File: config.mk
export PLATFORM = sky130hd
export DESIGN_NAME = keypad_matrix_emulator
export DESIGN_NICKNAME = d
export VERILOG_FILES = /design/src/rtl/keypad_defs.sv /design/src/rtl/bounce_lfsr.sv /design/src/rtl/keypad_matrix_emulator.sv
export SDC_FILE = /design/constraint.sdc
export NUM_CORES = 1
export LEC_CHECK = 0
export CORE_MARGIN = 2
export CORE_UTILIZATION = 30
export DETAILED_ROUTE_END_ITERATION = 12
export GPL_TIMING_DRIVEN = 0
export PLACE_DENSITY = 0.56
export REMOVE_ABC_BUFFERS = 1
export SLEW_MARGIN = 20
export SYNTH_ARGS = -nofsm -noshare
export SYNTH_HDL_FRONTEND = slang
export SYNTH_SLANG_ARGS = --single-unit
File: constraint.sdc
create_clock -name clk -period 4.15 [get_ports clk]
set_clock_uncertainty 0.2 [all_clocks]
set_input_delay 0.6225 -clock clk [delete_from_list [all_inputs] [get_ports clk]]
set_output_delay 0.6225 -clock clk [all_outputs]
set_load 0.05 [all_outputs]
File: src/rtl/keypad_defs.sv
// Shared keypad definitions: matrix size, key_code fields, FSM states.
// Used by both the keypad emulator and the scanner side of the chain.
package keypad_defs;

    localparam int KEY_ROWS = 4;
    localparam int KEY_COLS = 4;

    // key_code = {row index, column index}
    localparam int KEY_ROW_LSB = 2;
    localparam int KEY_ROW_W   = 2;
    localparam int KEY_COL_LSB = 0;
    localparam int KEY_COL_W   = 2;

    localparam int HOLD_W = 24;

    typedef enum logic [2:0] {
        ST_IDLE,
        ST_PRESS_BOUNCE,
        ST_HOLD,
        ST_RELEASE_BOUNCE,
        ST_GAP
    } key_state_t;

    function automatic int unsigned max3(
        input int unsigned a,
        input int unsigned b,
        input int unsigned c
    );
        int unsigned m;
        m = (a > b) ? a : b;
        return (m > c) ? m : c;
    endfunction

endpackage

File: src/rtl/bounce_lfsr.sv
// 16-bit Fibonacci LFSR (x^16+x^14+x^13+x^11+1) for contact bounce.
// Ports: clk, RSTn (async low), step (advance once), bit0 (current LSB).
module bounce_lfsr #(
    parameter logic [15:0] SEED = 16'hACE1
) (
    input  logic clk,
    input  logic RSTn,
    input  logic step,
    output logic bit0
);

    logic [15:0] q;
    logic        fb;

    assign fb   = q[0] ^ q[2] ^ q[3] ^ q[5];
    assign bit0 = q[0];

    always_ff @(posedge clk or negedge RSTn) begin
        if (!RSTn) begin
            q <= SEED;
        end else if (step) begin
            q <= {fb, q[15:1]};
        end
    end

endmodule

File: src/rtl/keypad_matrix_emulator.sv
// Passive 4x4 keypad: takes press commands, emulates bounce and hold,
// answers row drive on col. Ports: clk, RSTn, row, col, key_code,
// hold_len, press_valid/press_ready, release_now, busy, contact, done.
module keypad_matrix_emulator
    import keypad_defs::*;
#(
    parameter int unsigned BOUNCE_CYCLES = 500_000,
    parameter int unsigned BOUNCE_STEP   = 25_000,
    parameter int unsigned DEFAULT_HOLD  = 5_000_000,
    parameter int unsigned GAP_CYCLES    = 2_500_000,
    parameter logic [15:0] LFSR_SEED     = 16'hACE1
) (
    input  logic                clk,
    input  logic                RSTn,
    input  logic [KEY_ROWS-1:0] row,
    output logic [KEY_COLS-1:0] col,
    input  logic [3:0]          key_code,
    input  logic [HOLD_W-1:0]   hold_len,
    input  logic                press_valid,
    output logic                press_ready,
    input  logic                release_now,
    output logic                busy,
    output logic                contact,
    output logic                done
);

    localparam int unsigned CNT_MAX =
        max3(BOUNCE_CYCLES, GAP_CYCLES, 32'd1 << HOLD_W);
    localparam int CNT_W  = $clog2(CNT_MAX + 1);
    localparam int STEP_W = $clog2(BOUNCE_STEP + 1);

    key_state_t state;
    key_state_t state_next;

    logic [CNT_W-1:0]  cnt;
    logic [STEP_W-1:0] step_cnt;
    logic [3:0]        code_q;
    logic [HOLD_W-1:0] hold_q;
    logic              contact_q;

    logic bounce_end;
    logic hold_end;
    logic gap_end;
    logic in_bounce;
    logic enter_bounce;
    logic bounce_stay;
    logic lfsr_step;
    logic lfsr_bit;

    logic [KEY_ROW_W-1:0] code_row;
    logic [KEY_COL_W-1:0] code_col;

    assign bounce_end = cnt == CNT_W'(BOUNCE_CYCLES - 1);
    assign gap_end    = cnt == CNT_W'(GAP_CYCLES - 1);
    assign hold_end   = cnt == CNT_W'(hold_q) - CNT_W'(1);

    assign in_bounce = (state == ST_PRESS_BOUNCE)
                    || (state == ST_RELEASE_BOUNCE);

    // A bounce window takes its first contact sample on entry.
    assign enter_bounce =
        ((state == ST_IDLE) && (state_next == ST_PRESS_BOUNCE))
     || ((state == ST_HOLD) && (state_next == ST_RELEASE_BOUNCE));

    assign bounce_stay = in_bounce && (state_next == state);

    assign lfsr_step = enter_bounce
        || (bounce_stay && (step_cnt == STEP_W'(BOUNCE_STEP - 1)));

    assign code_row = code_q[KEY_ROW_LSB +: KEY_ROW_W];
    assign code_col = code_q[KEY_COL_LSB +: KEY_COL_W];

    bounce_lfsr #(
        .SEED (LFSR_SEED)
    ) u_lfsr (
        .clk  (clk),
        .RSTn (RSTn),
        .step (lfsr_step),
        .bit0 (lfsr_bit)
    );

    always_ff @(posedge clk or negedge RSTn) begin
        if (!RSTn) begin
            state <= ST_IDLE;
        end else begin
            state <= state_next;
        end
    end

    always_comb begin
        state_next = state;
        unique case (state)
            ST_IDLE: begin
                if (press_valid) state_next = ST_PRESS_BOUNCE;
            end
            ST_PRESS_BOUNCE: begin
                if (bounce_end) state_next = ST_HOLD;
            end
            ST_HOLD: begin
                if (hold_end || release_now) begin
                    state_next = ST_RELEASE_BOUNCE;
                end
            end
            ST_RELEASE_BOUNCE: begin
                if (bounce_end) state_next = ST_GAP;
            end
            ST_GAP: begin
                if (gap_end) state_next = ST_IDLE;
            end
            default: state_next = ST_IDLE;
        endcase
    end

    always_comb begin
        press_ready = (state == ST_IDLE);
        busy        = (state != ST_IDLE);
        done        = (state == ST_GAP) && gap_end;
        contact     = contact_q;
        col         = '1;
        if (contact_q && !row[code_row]) begin
            col[code_col] = 1'b0;
        end
    end

    always_ff @(posedge clk or negedge RSTn) begin
        if (!RSTn) begin
            cnt       <= '0;
            step_cnt  <= '0;
            code_q    <= '0;
            hold_q    <= '0;
            contact_q <= 1'b0;
        end else begin
            // Timer restarts on every state change and idles at 0.
            if ((state_next != state) || (state == ST_IDLE)) begin
                cnt <= '0;
            end else begin
                cnt <= cnt + CNT_W'(1);
            end

            if (lfsr_step) begin
                step_cnt <= '0;
            end else if (bounce_stay) begin
                step_cnt <= step_cnt + STEP_W'(1);
            end else begin
                step_cnt <= '0;
            end

            if (lfsr_step) begin
                contact_q <= lfsr_bit;
            end else if (state_next == ST_HOLD) begin
                contact_q <= 1'b1;
            end else if (!bounce_stay) begin
                contact_q <= 1'b0;
            end

            if ((state == ST_IDLE) && press_valid) begin
                code_q <= key_code;
                if (hold_len == '0) begin
                    hold_q <= HOLD_W'(DEFAULT_HOLD);
                end else begin
                    hold_q <= hold_len;
                end
            end
        end
    end

endmodule
==> summary.md <==
| Metric | Value |
|---|---|
| Status | completed |
| Actual slew at the worst max-slew pin | 775.5 ps |
| Largest family of logic cells by synthesized area | simple AND/OR/NAND/NOR gates |
| Startpoint Class | flip-flop |
| Row cnt | 47 |
| Post_cts resized | 0 |
| Antenna Nets Post-Route | 0 |
| Die area | 18280 um^2 |
| CP cell instances | inv_1 -> ha_1 -> nor4b_2 -> nand4bb_4 -> or4_4 -> a22oi_2 -> o21ai_0 -> nor4_2 -> buf_2 -> nor3_1 |
| Clock-pin slew on the worst setup and hold paths | 60 ps |
| Layout cells sized above 1 | 0.1478 |
| Fmax | 0.2556 GHz |
| DP Wirelength | 8681 um |
| Crit-path max cell delay | 760 ps |
| Critical Path RT | 4170 ps |
| Adder-cell share of the synthesized area | 0.007269 |
| Placed Area | 5794 um^2 |
| Post-synthesis cell type count | 66 |
| TritonCTS Sinks | 88 |
| Hold WC Path Type | primary input to async pin |
| CP Capture Type | flip-flop |
| Final Slew Violations | 0 |
| CTS tree | built |
| Top_reg_cell synth | dfrtp_1 |
| Post-synth EDFFs | 0 |
| Min Tclk post-route | 3912 ps |
| Starting Density | 0.3092 |
| Placed Cells | 751 |
| Initial DRC count | 275 |
| Mux cell area share after synthesis | 0.09135 |
| Final setup vio count | 0 |
| Slowest stage cell, crit path | nor4_2 |
| Synthesis-stage register bit count | 88 |
| Cts-stage hold buffer count | 0 |
| Non-filler instance count after layout | 768 |
| # diodes | 0 |
| Synth Area in Compound Gates | 0.08045 |
| Drc violations | 0 |
| Hold WS | 12.79 ps |
| Layout area overhead | 18.00% |
| Seq/Total Area, Yosys | 0.4284 |
| First-pass GRT wire length | 20160 um |
| Maximum VDD drop | 0.0002166 V |
| Final period util | 0.9427 |
| CTS max path bufs | 2 |
| Avg Cell Area, Syn | 10.07 um^2 |
| Max-Cap Viols | 0 |
| Synth top area share | 0.3877 |
| XOR/XNOR Fraction of Synth Area | 0.1119 |
| Crit Path Max Fanout | 7 |
| Mapped Cells | 513 |
| Most instantiated library cell after synthesis | dfrtp_1 |
| Vias | 3977 |
| Final Net Count | 582 |
| DIE WIDTH | 135.2 um |
| Via density | 5.178 |
| Core area | 16700 um^2 |
| Gpl congestion | 0.8816 |
| Root Buffer | clkbuf_16 |
| Cell taking the most area after synthesis | dfrtp_1 |
| Mapped cell area | 5164 um^2 |
| CTS Buf Count | 9 |
| Vias in the first global route | 4059 |
| Hold Vio Cnt, Final | 0 |
| Largest net degree at the start of global routing | 57 |
| P per Cell Area | 349.9 nW/um^2 |
| PortBufs | 43 |
| Worst skew pair latency | 350 ps |
| Async set-reset flop share out of synthesis | 1.000 |
| GRT Residual Overflow | 0 |
| DR pass1 iterations | 4 |
| Synth top area cells | dfrtp_1 39%, xor2_1 7.3%, mux2_2 5.0% |
| RSZ-0062 raised after global routing | false |
| Slew HR | 0.4787 |
| WL final | 11930 um |
| Wire per inst | 15.54 um |
| Initial antenna violation count | 0 |
| Gr usage total | 0.1390 |
| Synth Warn # | 0 |
| WS Path Type | flip-flop to flip-flop |
| Die H | 135.2 um |
| Synth top cells by count | 80 x dfrtp_1, 43 x xor2_1, 42 x nor2_1, 42 x nor3_1, 32 x nand2_1 |
| Htree depth | 3 |
| Synth Area in Simple Gates | 0.2469 |
| Fin area | 6093 um^2 |
| # IOs | 44 |
| Crit path DAT | 3930 ps |
| Leak | 2.474 nW |
| Flop2flop setup slack | 240 ps |
## where the power goes
group	switching (W)	leakage, nW	internal [W]
combinational	0.000145	1.24	0.000168
sequential	0.000133	1.10	0.000918
clock	0.000344	0.133	0.000425
total	0.000621	2.47	0.00151
## routing by layer
metal  part of all wire  track usage  vias to the layer above
met5                  0            0                        -
met4              0.025      0.04803                        0
li1                   -            -                     1911
met1               0.46       0.1849                     1941
met2               0.46       0.2166                      100
met3              0.053      0.04078                       25
## flip-flops by register name (all words and copies together), names as in the netlist
register	count
cnt	25
hold_q	24
u_lfsr.q	16
state	3
step_cnt	15
code_q	4
contact	1
## final cells by class
class | count | area [um^2]
Inverter | 11 | 41.29
Clock inverter | 4 | 30.03
Tap cell | 220 | 275.3
Timing Repair Buffer | 47 | 491.7
Multi-Input combinational cell | 386 | 2796
Fill cell | 1689 | 10610
Sequential cell | 88 | 2212
Clock buffer | 12 | 246.5
## worst max-delay path, delay by kind of cell, from the launching register on
| family | cells | cell delay [ps] |
|---|---|---|
| flops | 1 | 440 |
| buf+inv | 2 | 400 |
| fa+ha+maj | 1 | 250 |
| compound gates | 2 | 420 |
| simple gates | 5 | 2070 |
## kinds of logic after synthesis
kind of cell	count (synthesis)
and+or+nand+nor	223
DFF	88
xor gates and xnor gates	66
AOI/OAI and AO/OA	56
buffers and inverters	39
muxes	38
adders and majority gates	3
## final timing paths
kind / start / endpoint / cells after the start
setup / recovery: hold_q[0]$_DFFE_PN0P_ / cnt[8]$_DFF_PN0_ / 10
hold / removal: RSTn / code_q[3]$_DFFE_PN0P_ / 1
setup reg to reg: hold_q[0]$_DFFE_PN0P_ / cnt[8]$_DFF_PN0_ / 10
hold reg to reg: step_cnt[0]$_DFF_PN0_ / step_cnt[0]$_DFF_PN0_ / 1
max in group asynchronous: RSTn / u_lfsr.q[0]$_DFFE_PN1N_ / 2
min in group clk: step_cnt[0]$_DFF_PN0_ / step_cnt[0]$_DFF_PN0_ / 1
## placed cells by master, fill, tap and decap left out, types with 6 or more instances in the layout
cell type and count:
dfrtp_1 80, xor2_1 43, nor3_1 42, clkdlybuf4s50_1 42
nor2_1 41, nand2_1 32, xnor2_1 23, mux2_2 23
nand3_1 19, nand4_1 13, nor4_1 12, inv_1 11
mux2_4 10, o21ai_0 9, clkbuf_16 9, nor2b_1 8
a21oi_1 8, o22a_1 8, dfstp_2 8, or3_1 6
and3_1 6
## stage by stage
| step | setup slack, ps | utilization | setup TNS [ps] | power [W] |
|---|---|---|---|---|
| floorplan | 617.9 | - | 0 | 0.001236 |
| global placement | -943.7 | 0.3435 | -80240 | 0.001356 |
| detailed placement | 71.32 | 0.3469 | 0 | 0.001374 |
| CTS | 11.87 | 0.3635 | 0 | 0.002157 |
| global route | 18.90 | 0.3648 | 0 | 0.002243 |
| finish | 237.8 | 0.3648 | 0 | 0.002132 |
## timing repair
action | CTS | global route
setup endpoints to repair | 0 | 17
hold endpoints to repair | 0 | 0
setup buffers | 0 | 1
Power figures use the tool's default switching activity.
